$ cat src/rtl/vram_fetch_arb.sv
// vram_fetch_arb: shares one VRAM port between the six-plane pixel fetch and a CPU,
// giving the video beam slots 0..5 of each active cell and the CPU every other slot.
module vram_fetch_arb (
  input  logic        clk_i,
  input  logic        reset_i,
  input  logic [8:0]  h_i,
  input  logic [8:0]  v_i,
  input  logic        cpu_req_i,
  input  logic        cpu_we_i,
  input  logic [12:0] cpu_addr_i,
  input  logic [7:0]  cpu_wdata_i,
  input  logic [5:0]  cpu_wmask_i,
  input  logic [2:0]  cpu_rsel_i,
  output logic        cpu_ack_o,
  output logic [7:0]  cpu_rdata_o,
  output logic [15:0] mem_addr_o,
  output logic        mem_we_o,
  output logic [7:0]  mem_wdata_o,
  input  logic [7:0]  mem_rdata_i,
  output logic [7:0]  fg1_o,
  output logic [7:0]  fg2_o,
  output logic [7:0]  fg3_o,
  output logic [7:0]  bg1_o,
  output logic [7:0]  bg2_o,
  output logic [7:0]  bg3_o
);
  typedef enum logic [1:0] {IDLE, WRITE, RDWAIT, DONE} state_t;
  state_t      state_q, state_d;
  logic [5:0]  pend_q, pend_d;
  logic [7:0]  rdata_q, rdata_d;
  logic [7:0]  shadow_q [6];
  logic [7:0]  pix_q [6];
  logic [2:0]  slot, wr_plane;
  logic        video, cpu_slot;
  logic [12:0] vid_off;
  assign slot = h_i[2:0];
  assign video = (v_i < 9'd184) && (h_i[8:3] < 6'd24);
  assign cpu_slot = !video || (slot[2:1] == 2'b11);
  assign vid_off = 13'hEC0 + {4'd0, v_i} * 13'd24 + {7'd0, h_i[8:3]};
  assign cpu_rdata_o = rdata_q;
  assign {fg1_o, fg2_o, fg3_o, bg1_o, bg2_o, bg3_o} =
    {pix_q[0], pix_q[1], pix_q[2], pix_q[3], pix_q[4], pix_q[5]};
  // descending scan so the lowest pending plane wins
  always_comb begin
    wr_plane = 3'd0;
    for (int i = 5; i >= 0; i--) if (pend_q[i]) wr_plane = 3'(i);
  end
  always_comb begin
    state_d = state_q;
    pend_d = pend_q;
    rdata_d = rdata_q;
    mem_addr_o = cpu_slot ? 16'h0 : {slot, vid_off};
    mem_we_o = 1'b0;
    mem_wdata_o = 8'h00;
    cpu_ack_o = 1'b0;
    case (state_q)
      IDLE: if (cpu_slot && cpu_req_i) begin
        if (cpu_we_i) begin
          pend_d = cpu_wmask_i;
          state_d = (cpu_wmask_i != 6'd0) ? WRITE : DONE;
        end else if (cpu_rsel_i <= 3'd5) begin
          mem_addr_o = {cpu_rsel_i, cpu_addr_i};
          state_d = RDWAIT;
        end else begin
          rdata_d = 8'hFF;
          state_d = DONE;
        end
      end
      WRITE: if (cpu_slot) begin
        mem_addr_o = {wr_plane, cpu_addr_i};
        mem_we_o = 1'b1;
        mem_wdata_o = cpu_wdata_i;
        pend_d = pend_q & (pend_q - 6'd1);
        state_d = (pend_d == 6'd0) ? DONE : WRITE;
      end
      RDWAIT: begin
        rdata_d = mem_rdata_i;
        state_d = DONE;
      end
      DONE: begin
        cpu_ack_o = 1'b1;
        state_d = IDLE;
      end
    endcase
    // a reset cycle must never leak a write or an ack from the aborted transaction
    if (reset_i) begin
      mem_addr_o = 16'h0;
      mem_we_o = 1'b0;
      mem_wdata_o = 8'h00;
      cpu_ack_o = 1'b0;
    end
  end
  always_ff @(posedge clk_i) begin
    if (reset_i) begin
      state_q <= IDLE;
      pend_q <= 6'd0;
      rdata_q <= 8'h00;
      shadow_q <= '{default: 8'h00};
      pix_q <= '{default: 8'h00};
    end else begin
      state_q <= state_d;
      pend_q <= pend_d;
      rdata_q <= rdata_d;
      if (video && slot != 3'd0 && slot != 3'd7) shadow_q[slot - 3'd1] <= mem_rdata_i;
      if (video && slot == 3'd7) pix_q <= shadow_q;
    end
  end
endmodule

$ cat config.mk
export PLATFORM = sky130hd
export DESIGN_NAME = vram_fetch_arb
export DESIGN_NICKNAME = d
export VERILOG_FILES = /design/src/rtl/vram_fetch_arb.sv
export SDC_FILE = /design/constraint.sdc
export NUM_CORES = 1
export LEC_CHECK = 0
export ABC_CLOCK_PERIOD_IN_PS = 6200
export BUFFER_PORTS_ARGS = -buffer_cell sky130_fd_sc_hd__buf_2
export CORE_ASPECT_RATIO = 0.7
export CORE_UTILIZATION = 57
export DETAILED_ROUTE_END_ITERATION = 8
export PLACE_DENSITY = 0.86
export SETUP_SLACK_MARGIN = 0.15
export SYNTH_ARGS = -nofsm -noshare
export SYNTH_HDL_FRONTEND = slang
export SYNTH_SLANG_ARGS = --single-unit
$ cat constraint.sdc
create_clock -name clk_i -period 6.2 [get_ports clk_i]
set_input_delay 0.93 -clock clk_i [delete_from_list [all_inputs] [get_ports clk_i]]
set_output_delay 0.93 -clock clk_i [all_outputs]
set_load 0.1 [all_outputs]
# --- After elaboration in Yosys (flattened, before gate mapping) ---
# Cells that the tools add are included.
# W data, S select, Z words.
word_totals:
  output_inout_bits: 82
  n_memories: 0
  romBits: 0
  mem_bits_rw: 0
  wordCells: 94
  reg_bits: 112
  in_bits: 60
  latchBits: 0
op_classes:
  n_shift: 0
  eq_ne: 11
  magnitude_cmp: 5
  n_div: 0
  n_mul: 1
  bitwise_logic: 2
  n_addsub: 4
  reduce_logical: 17
  mux: 39
op_table:
  columns: ["op", "n"]
  rows:
  - ["$mux W16", 6]
  - ["$mux W8", 7]
  - ["$bwmux W48", 1]
  - ["$pmux W16 S2", 1]
  - ["$demux W8 S3", 1]
  - ["$mux W3", 6]
  - ["$mux W6", 3]
  - ["$pmux W8 S2", 1]
  - ["$add A12 B13 Y13 const A", 1]
  - ["$add A13 B6 Y13", 1]
  - ["$pmux W6 S2", 1]
  - ["$mul A9 B2 Y10 const B", 1]
  - ["$mux W2", 5]
  - ["$ne A2 B2 Y1 const B", 5]
  - ["$lt A9 B8 Y1 const B", 1]
  - ["$pmux W2 S4", 1]
  - ["$reduce_and A4 Y1", 2]
  - ["$and A6 B6 Y6", 1]
  - ["$eq A2 B2 Y1 const B", 3]
  - ["$logic_and A1 B1 Y1", 6]
  - ["$logic_not A6 Y1", 1]
  - ["$lt A6 B5 Y1 const B", 1]
  - ["$mux W1", 6]
  - ["$reduce_bool A6 Y1", 1]
  - ["15 further kinds", 16]

# --- Logic depth before layout (Yosys ltp) ---
# Gate-level depths: netlist (run 1).
depth:
  word_depth: 10
  depth_mapped: 11
  ltp_nobuf: 9

# --- Worst setup path after synthesis (run 1) ---
# OpenSTA, ideal clock, no wires.
synth_path:
  path_type: "input to output"
  start: "in v_i[3]"
  end: "out mem_wdata_o[0]"
  required_time_ps: 5270
  stages: 6
  path_buffers: 0
  setup_slack_ps: 464
  arrival_ps: 4806
  cell_sequence: "ha_1 a21o_2 a21oi_4 and2_2 nor3_1 and2_1"
synth_between:
  elab_chain_cells: 7
synth_rtl:
  columns: ["item", "line_no", "source"]
  rows:
  - ["start: declaration", "7", "input logic [8:0] v_i,"]
  - ["$lt A9 B8 Y1", "37", "assign video = (v_i < 9'd184) && (h_i[8:3] < 6'd24);"]
  - ["$logic_and A1 B1 Y1", "37", null]
  - ["$logic_not A1 Y1", "38", "assign cpu_slot = !video || (slot[2:1] == 2'b11);"]
  - ["$logic_or A1 B1 Y1", "38", null]
  - ["$mux W8", "69", "WRITE: if (cpu_slot) begin"]
  - ["$mux W8", "56", "case (state_q)"]
  - ["$mux W8", "86", "if (reset_i) begin"]
  - ["end: declaration", "18", "output logic [7:0] mem_wdata_o,"]
# No other way between the ends.

# --- Worst setup path after layout (run 1) ---
layout_path:
  start: "in v_i[1]"
  end: "out mem_addr_o[12]"
layout_between:
  elab_chain_cells: 10
  word_cells_on_any_way: 15
  classes_between: "add/sub (2); mul (1); order compare (1); mux (7); reduce/logical (4)"
layout_rtl:
  columns: ["item", "line_no", "source"]
  rows:
  - ["parallel branches: the longest is 8 deep, another holds $add A12 B13 Y13", null, null]
  - ["$pmux W16 S2 (*)", "56", null]
  - ["$mux W16 (*)", "86", null]
  - ["end: declaration", "16", "output logic [15:0] mem_addr_o,"]
# Mark *: on every way between the ends.

==> results of run 1 <==
registers in the layout, summed over array words and instances, names as in the netlist, 6 cells and up:
signal,count
cpu_rdata_o,8
fg1_o,8
shadow_q,48
bg3_o,8
fg2_o,8
pend_q,6
bg2_o,8
fg3_o,8
bg1_o,8
cell type report:
cell class / count / area [µm²]
multi-input cells: 476 / 2785
fillers: 687 / 2409
flip-flops and latches: 112 / 2242
repair buffers: 142 / 715.7
clock buffers: 9 / 225.2
well taps: 120 / 150.1
clock inverters: 7 / 117.6
inverters: 21 / 78.83
routing by layer:
layer / routed length (µm) / vias to the layer above / GRT usage / share of wire
met5: 0 / - / 0 / 0
met4: 161 / 0 / 0.06962 / 0.012
met3: 1113 / 21 / 0.07518 / 0.084
met2: 5769 / 204 / 0.4385 / 0.43
met1: 6240 / 2262 / 0.3842 / 0.47
li1: - / 2391 / - / -
metrics by stage:
step           area [µm²]  utilization  hold slack [ns]  total power [mW]
6_report             6315       0.7239           0.4536             2.154
3_3_place_gp         5972       0.6846           0.4365             1.487
5_1_grt              6315       0.7239           0.4685             2.241
4_1_cts              6315       0.7239           0.4531             2.155
2_1_floorplan        5288            -           0.4313             1.378
3_5_place_dp         5972       0.6846           0.4431             1.507
logic make-up (layout without fill, tap and decap cells):
logic type                 Yosys count  after routing  synth area share
DFF                                112            112            0.4240
muxes                               34             34           0.06436
AOI/OAI and AO/OA                  145            145            0.1614
adders and majority gates           23             23           0.05679
xor gates and xnor gates            13             13           0.02153
buffers and inverters               57            179           0.05017
and+or+nand+nor                    261            261            0.2217
power by group through the flow:
| stage | clock [mW] | combinational [mW] | sequential [mW] |
|---|---|---|---|
| floorplan | 0 | 0.492 | 0.887 |
| global placement | 0 | 0.697 | 0.790 |
| detailed placement | 0 | 0.713 | 0.793 |
| CTS | 0.662 | 0.716 | 0.777 |
| global route | 0.693 | 0.766 | 0.781 |
| finish | 0.654 | 0.722 | 0.778 |
path summary, 6_finish.rpt:
| check | from | end | slack (ns) | cells after the start |
|---|---|---|---|---|
| worst max-delay path | v_i[1] | mem_addr_o[12] | 1.53 | 11 |
| worst min-delay path | shadow_q[13] | bg2_o[5] | 0.45 | 2 |
| worst max register to register | state_q[1] | pend_q[2] | 4.07 | 8 |
| worst min register to register | shadow_q[13] | bg2_o[5] | 0.45 | 2 |
cell usage in the layout, fill, tap and decap left out, types with 2 or more instances in the layout:
master,n
nor2_2,2
fa_1,2
nand3b_1,3
clkinv_2,2
dfxtp_1,112
buf_4,2
a21oi_1,101
a31oi_1,2
a22o_1,4
and2_1,8
mux2i_1,34
nand4_4,2
o21bai_1,2
a311oi_1,2
o21ai_0,10
bufinv_16,3
a21o_1,2
clkbuf_16,9
a211oi_1,4
or2_2,2
or3_1,4
xor2_1,7
nand3_1,11
nor2b_1,2
nor2_1,92
nand2_1,116
buf_2,140
inv_6,2
inv_1,21
ha_1,20
nand2b_4,2
nor3_1,3
nand2b_1,2
xnor2_1,6
o211ai_1,3
nor3b_1,2
nor2_4,4
a22oi_1,3
worst max-delay path, stage by stage:
cell and delay (ns):
buf_2 0.13, ha_1 0.21, fa_1 0.45, ha_1 0.34, a21oi_1 0.26, nand2b_1 0.12, o21ai_0 0.41, nand4_1 0.17
xnor2_1 0.16, a22o_1 0.13, buf_2 0.42
==> summary.txt, run 1 <==
STA
  • Least-Margin Pin Slew: 1.032 ns
  • Setup_tns: 0 ns
  • Period utilisation layout: 0.7533
  • Max-slew violations: 0
  • RSZ-0062 raised after global routing: false
  • Normalized max-slew margin: 0.3121
  • Final Worst Setup Slack: 1.530 ns
  • Fin. Hold Viols: 0
  • Clock skew: 0.007049 ns
  • Final setup fails: 0
  • F_max: 214.1 MHz
  • Post-layout min period: 4.670 ns

Finish
  • Fin nets: 844
  • ANT cells: 0
  • Layout cells sized above 1: 0.2321
  • Fin cells: 887
  • Synthesis-to-finish area growth: 19.43%

Die
  • DIE WIDTH: 117.1 µm
  • Die height: 82.58 µm
  • Initial Util: 0.6061
  • Std-Cell Core Area: 8723 µm²
  • IO Pins: 142
  • Die ar.: 9671 µm²
  • FP Rows: 28

CTS
  • CTS Buf Count: 9
  • H-tree depth: 3
  • CTS tree: built
  • CTS max path bufs: 2
  • Clock slew at reported path FFs: 0.07 ns
  • Post-CTS resize count: 0
  • Setup Fix Bufs, Post-CTS: 0
  • Clock sink count: 112
  • Hold_buf cts: 0
  • Clk Latency, worst-skew pair: 0.35 ns
  • Root buf cell: clkbuf_16

Logic synthesis
  • Area share of the leading cell type in the synthesized netlist: 0.4240
  • Mean post-synth cell area: 8.198 µm²
  • Gate Count Post-Synth: 645
  • Top cell type by total area after synthesis: dfxtp_1
  • #FFs+latches synth: 112
  • Synth top area cells: dfxtp_1, a21oi_1, nand2_1, nor2_1, mux2i_1
  • Syn Nets: 727
  • Mapped Area: 5288 µm²
  • Post-synth ARST share: 0
  • Yosys cell types: 54
  • Post-synth EDFFs: 0
  • Ys Warns: 0
  • Synth Flop Type: dfxtp_1
  • Sequential fraction of the synthesis area: 0.4240
  • Most common cell in the synthesized netlist: nand2_1
  • Top post-synthesis cells by count: nand2_1, dfxtp_1, a21oi_1

Power and ir drop
  • Flop pwr share: 0.361
  • VDD IR max: 0.2545 mV
  • PD cells: 341.1 nW/µm²
  • Internal: 1.321 mW
  • Sw frac: 0.3865
  • Switching component of the power: 832.4 µW
  • Leak pwr: 2.717 nW
  • Clk network pwr share: 0.304
  • Gate power share: 0.335

Worst hold path
  • Worst Hold Class: reg2reg

Global route
  • All-Layer GR Usage: 0.2801
  • Antenna violations before repair: 0
  • First-pass GRT wire length: 20530 µm
  • Vias in the first global route: 4260
  • Largest net degree at the start of global routing: 70
  • GRT overflow: 0

Drt
  • Remaining routing DRC violations: 0
  • Routed WL per cell: 14.98 µm
  • Final wirelength: 13290 µm
  • Vias/cell: 5.499
  • DR vias: 4878
  • 1st-iter DRT viols: 428
  • Pre-antenna DRT Iters: 5
  • Routed Antenna Nets: 0

Worst setup path
  • Critical Path AT: 3.74 ns
  • Crit Path Max Fanout: 3
  • Worst path required time: 5.27 ns
  • CP Capture Type: primary output
  • CP Class: in2out
  • CP startpoint kind: input pin

Place
  • Worst Setup Slack post-DPL: 1.587 ns
  • Gpl congestion: 0.8877
  • DP Cell Count: 871
  • Port Buffers: 141
  • DP Wirelength: 9487 µm

Job
  • MaxCap Viol Count: 0

Outcome
  • Status: finished clean
Power figures use the tool's default switching activity.
==> run 2: changes to the inputs <==
Settings changed: ABC_AREA set to 1, ABC_CLOCK_PERIOD_IN_PS 6200 to 4400, CORE_UTILIZATION 57 to 53, PLACE_DENSITY 0.86 to 0.8.
Clock period 6.2 ns to 4.4 ns, I/O delays scaled along.
==> summary.txt, run 2 <==
Outcome
  • Status: finished clean

STA
  • Post-layout min period: 3.878 ns
  • Fin. Hold Viols: 0
  • Setup_tns: 0 ns
  • Normalized max-slew margin: 0.4435
  • Period utilisation layout: 0.8813
  • RSZ-0062 raised after global routing: false
  • Clock skew: 0.01029 ns
  • Final setup fails: 0
  • Max-slew violations: 0
  • Least-Margin Pin Slew: 0.8347 ns
  • F_max: 257.9 MHz

Finish
  • Most common cell after layout, fill and taps aside: buf_2
  • Most frequent cells in the layout: buf_2, dfxtp_1, inv_1
  • Fin nets: 947
  • ANT cells: 0
  • Layout cells sized above 1: 0.2333
  • Fillers: 867
  • Top reg by flops: shadow_q
  • Register Area: 2242 µm²
  • Max FFs per register: 48
  • Synthesis-to-finish area growth: 18.25%
  • Area of the multi-input gates: 2638 µm²
  • Fin cells: 998
  • Design area: 6477 µm²

Logic synthesis
  • Mapped Area: 5478 µm²
  • Sequential fraction of the synthesis area: 0.4093
  • Mean post-synth cell area: 7.363 µm²
  • Yosys cell types: 44
  • Syn Nets: 826
  • #FFs+latches synth: 112
  • Post-synth ARST share: 0
  • Post-synth EDFFs: 0
  • Synth top area cells: dfxtp_1, a21oi_1, o21ai_0, inv_1, nand2_1
  • Most common cell in the synthesized netlist: dfxtp_1
  • Top post-synthesis cells by count: dfxtp_1, inv_1, a21oi_1
  • Ys Warns: 0
  • Gate Count Post-Synth: 744
  • Synth Flop Type: dfxtp_1
  • Top cell type by total area after synthesis: dfxtp_1
  • Area share of the leading cell type in the synthesized netlist: 0.4093

Drt
  • Vias/cell: 5.331
  • Routed WL per cell: 13.64 µm
  • Final wirelength: 13620 µm
  • Routed Antenna Nets: 0
  • Remaining routing DRC violations: 0
  • DR vias: 5320
  • Pre-antenna DRT Iters: 5
  • 1st-iter DRT viols: 407

Worst setup path
  • CP Class: in2out
  • Reg2reg end: cpu_rdata_o[6]
  • CP startpoint kind: input pin
  • Crit Path Max Fanout: 4
  • Worst path required time: 3.74 ns
  • Critical Path AT: 3.22 ns
  • R2R depth: 8
  • CP Capture Type: primary output
  • Flop2flop setup slack: 2.59 ns
  • Reg2reg start: state_q[0]

Power and ir drop
  • PD cells: 474.5 nW/µm²
  • Leak pwr: 3.106 nW
  • VDD IR max: 0.5707 mV
  • Power Total: 3.073 mW

Global route
  • Vias in the first global route: 4804
  • All-Layer GR Usage: 0.2622
  • GRT overflow: 0
  • Largest net degree at the start of global routing: 107
  • First-pass GRT wire length: 22170 µm
  • Antenna violations before repair: 0

Worst hold path
  • Hold Path End: bg2_o[2]
  • Worst Hold Class: reg2reg
  • Hold Crit Depth: 2
  • Min-delay src: bg2_o[2]

CTS
  • CTS max path bufs: 2
  • CTS Buf Count: 9
  • CTS tree: built
  • Hold_buf cts: 0
  • Root buf cell: clkbuf_16
  • Clock slew at reported path FFs: 0.07 ns
  • Setup Fix Bufs, Post-CTS: 0
  • H-tree depth: 3
  • Clk Latency, worst-skew pair: 0.34 ns
  • Clock sink count: 112
  • Post-CTS resize count: 0

Die
  • IO Pins: 142
  • Die height: 87.06 µm
  • Initial Util: 0.5549
  • Die ar.: 10750 µm²
  • DIE WIDTH: 123.5 µm
  • FP Rows: 30
  • Std-Cell Core Area: 9872 µm²

Place
  • Port Buffers: 141
  • Placed Area: 6185 µm²
  • DP Wirelength: 10130 µm
  • DP Cell Count: 982
  • Gpl congestion: 0.8704

Job
  • MaxCap Viol Count: 0
[run 2: changes by cell type in the layout (fill, tap and decap cells not counted), sizes merged, moves of 6 or more]
cell,delta
xor2,-6
nand4,+7
nand3,+16
inv,+91
nor2,-20
nand2,-14
and2,-9
mux2i,-34
o21ai,+103
[run 2: routing by layer]
layer | up-vias | part of all wire | track usage
li1 | 2672 | - | -
met1 | 2453 | 0.46 | 0.3563
met2 | 184 | 0.46 | 0.4302
met3 | 11 | 0.068 | 0.05563
met4 | 0 | 0.0079 | 0.05257
met5 | - | 0 | 0
[run 2: power breakdown]
group / switching, mW / internal, mW
clock network: 0.353 / 0.433
logic: 0.910 / 0.249
registers: 0.0458 / 1.08
total: 1.31 / 1.76
[run 2: how the worst max path moves through the flow]
| stage | to | cells past startpoint | startpoint |
|---|---|---|---|
| 5_1_grt | mem_addr_o[10] | 13 | v_i[0] |
| 3_3_place_gp | mem_addr_o[10] | 13 | v_i[0] |
| 3_5_place_dp | mem_addr_o[10] | 13 | v_i[0] |
| 6_report | mem_addr_o[10] | 13 | v_i[0] |
| 4_1_cts | mem_addr_o[10] | 13 | v_i[0] |
| 2_1_floorplan | mem_addr_o[11] | 11 | v_i[0] |
[run 2: logic make-up after synthesis]
| group | share of synthesized area |
|---|---|
| AO/OA/AOI/OAI | 0.2321 |
| AND/OR/NAND/NOR | 0.1871 |
| buffers and inverters | 0.1153 |
| flip-flops | 0.4093 |
| adder cells (fa/ha/maj) | 0.05299 |
| XOR/XNOR | 0.003198 |
[run 2: layout make-up]
class,count,share of cell area
Timing Repair Buffer,143,0.1113
Tap cell,128,0.02472
Sequential cell,112,0.3461
Clock buffer,13,0.04172
Inverter,113,0.06548
Clock inverter,3,0.003477
Multi-Input combinational cell,486,0.4072
[run 2: stage by stage]
| stage | setup slack, ns | util | hold slack [ns] |
|---|---|---|---|
| 3_5_place_dp | 0.5507 | 0.6265 | 0.4340 |
| 3_3_place_gp | 0.6089 | 0.6265 | 0.4303 |
| 4_1_cts | 0.5402 | 0.6561 | 0.4440 |
| 5_1_grt | 0.3559 | 0.6561 | 0.4570 |
| 6_report | 0.5223 | 0.6561 | 0.4431 |
| 2_1_floorplan | 0.1710 | - | 0.4552 |
[run 2: worst max-delay path: stages]
cell,delay [ns]
buf_2,0.12
ha_1,0.23
fa_1,0.46
ha_1,0.32
a21boi_0,0.27
nor2_1,0.08
nand2_1,0.13
nand2_1,0.09
nand2_1,0.08
xor2_1,0.15
nand2_1,0.08
a21oi_2,0.11
buf_2,0.43
==> run 3: changes to the inputs <==
--- a/config.mk
+++ b/config.mk
@@ -11,4 +11,5 @@
 export CORE_ASPECT_RATIO = 0.7
 export CORE_UTILIZATION = 53
+export CTS_CLUSTER_DIAMETER = 100
 export DETAILED_ROUTE_END_ITERATION = 8
 export PLACE_DENSITY = 0.8
==> constraint.sdc (replaced) <==
create_clock -name clk_i -period 4.4 [get_ports clk_i]
set_input_delay 0.66 -clock clk_i [delete_from_list [all_inputs] [get_ports clk_i]]
set_output_delay 0.66 -clock clk_i [all_outputs]
set_load 0.02 [all_outputs]
==> summary.txt, run 3 (synthesized netlist as in run 2, its figures left out) <==
Outcome
  • Status: finished clean

Die
  • FP Rows: 30
  • Die ar.: 10750 µm²
  • Std-Cell Core Area: 9872 µm²
  • IO Pins: 142
  • DIE WIDTH: 123.5 µm
  • Die height: 87.06 µm
  • Initial Util: 0.5549

Drt
  • Vias/cell: 5.330
  • 1st-iter DRT viols: 406
  • Pre-antenna DRT Iters: 5
  • Routed Antenna Nets: 0
  • Routed WL per cell: 13.64 µm
  • Remaining routing DRC violations: 0
  • DR vias: 5319
  • Final wirelength: 13610 µm

Worst hold path
  • Worst Hold Class: reg2reg
  • Hold Crit Depth: 2

Global route
  • Largest net degree at the start of global routing: 107
  • GRT overflow: 0
  • First-pass GRT wire length: 21960 µm
  • All-Layer GR Usage: 0.2616
  • Vias in the first global route: 4777
  • Antenna violations before repair: 0

STA
  • Period utilisation layout: 0.8158
  • Post-layout min period: 3.589 ns
  • WHS: 0.4425 ns
  • RSZ-0062 raised after global routing: false
  • Final setup fails: 0
  • F_max: 278.6 MHz
  • Setup_tns: 0 ns
  • Normalized max-slew margin: 0.4610
  • Max-slew violations: 0
  • Clock skew: 0.009598 ns
  • Fin. Hold Viols: 0
  • Least-Margin Pin Slew: 0.8085 ns

Job
  • MaxCap Viol Count: 0

CTS
  • Root buf cell: clkbuf_16
  • Clock slew at reported path FFs: 0.07 ns
  • CTS Buf Count: 9
  • Clk Latency, worst-skew pair: 0.35 ns
  • Clock sink count: 112
  • H-tree depth: 3
  • Hold_buf cts: 0
  • CTS tree: built
  • Setup Fix Bufs, Post-CTS: 0
  • CTS max path bufs: 2
  • Post-CTS resize count: 0

Worst setup path
  • Max stage delay cell, worst path: fa_1
  • Crit Path Max Fanout: 4
  • CP Class: in2out
  • R2R depth: 8
  • Worst path required time: 3.74 ns
  • Worst path max stage delay: 0.48 ns
  • CP startpoint kind: input pin
  • CP Capture Type: primary output
  • Crit-path cells: buf_2, ha_1, fa_1, ha_1, a21boi_0, nor2_1, nand2_1, nand2_1, nand2_1, xor2_1, nand2_1, a21oi_1, buf_2
  • Most Frequent Cell on Critical Path: nand2_1
  • Critical Path AT: 2.93 ns

Place
  • Port Buffers: 141
  • DP Wirelength: 9877 µm
  • DP Cell Count: 982
  • Gpl congestion: 0.8657

Power and ir drop
  • VDD IR max: 0.2440 mV
  • PD cells: 415.4 nW/µm²
  • Leak pwr: 3.091 nW

Finish
  • Top reg by flops: shadow_q
  • Most common cell after layout, fill and taps aside: buf_2
  • Area of the multi-input gates: 2604 µm²
  • Most frequent cells in the layout: buf_2, dfxtp_1, inv_1
  • Layout cells sized above 1: 0.2195
  • Fin cells: 998
  • Fillers: 853
  • Fin nets: 947
  • Synthesis-to-finish area growth: 17.45%
  • Register Area: 2242 µm²
  • Fin util: 0.6517
  • ANT cells: 0
  • Max FFs per register: 48
[run 3: cell types whose count changed in the layout (fill, tap and decap cells not counted)]
cell,change
nor2_2,-9
a21oi_1,+3
clkinvlp_4,+3
clkbuf_8,-3
inv_6,-1
nor2_1,+9
clkinv_2,-1
inv_8,+2
a21oi_2,-3
[run 3: power breakdown]
| group | total [mW] | internal (mW) | switching, mW |
|---|---|---|---|
| combinational | 0.763 | 0.248 | 0.516 |
| sequential | 1.13 | 1.08 | 0.0456 |
| clock | 0.782 | 0.394 | 0.388 |
| total | 2.67 | 1.72 | 0.950 |
[run 3: final timing paths]
path         startpoint             end  slack [ns]
max reg2reg  state_q[1]  cpu_rdata_o[2]        2.63
min            bg2_o[4]        bg2_o[4]        0.44
min reg2reg    bg2_o[4]        bg2_o[4]        0.44
max              v_i[1]  mem_addr_o[10]        0.81
[run 3: per-stage QoR]
step	instance area (µm²)	total power, mW	setup WS (ns)
after detailed placement	6151	1.901	0.8346
after global placement	6151	1.875	0.8733
final	6434	2.673	0.8106
after global routing	6434	2.815	0.5965
after CTS	6434	2.671	0.8190
after floorplan	5478	1.705	1.061
[run 3: layer usage]
layer,vias to the layer above,part of all wire,track usage
met3,20,0.070,0.06806
li1,2679,-,-
met2,173,0.44,0.4063
met1,2447,0.47,0.3539
met4,0,0.015,0.08543
met5,-,0,0
[run 3: final cells by class]
class,instances,area share
sequential,112,0.3485
clock inverter,6,0.008363
tap,128,0.02489
inverter,113,0.06593
multi-input combinational,486,0.4047
clock buffer,10,0.03559
timing repair buffer,143,0.1120
[run 3: critical path: cells and delay by family]
kind	cells	cell delay [ns]
AOI/OAI and AO/OA	2	0.36
buffers and inverters	2	0.31
xor gates and xnor gates	1	0.15
adders and majority gates	3	1.02
and+or+nand+nor	5	0.43
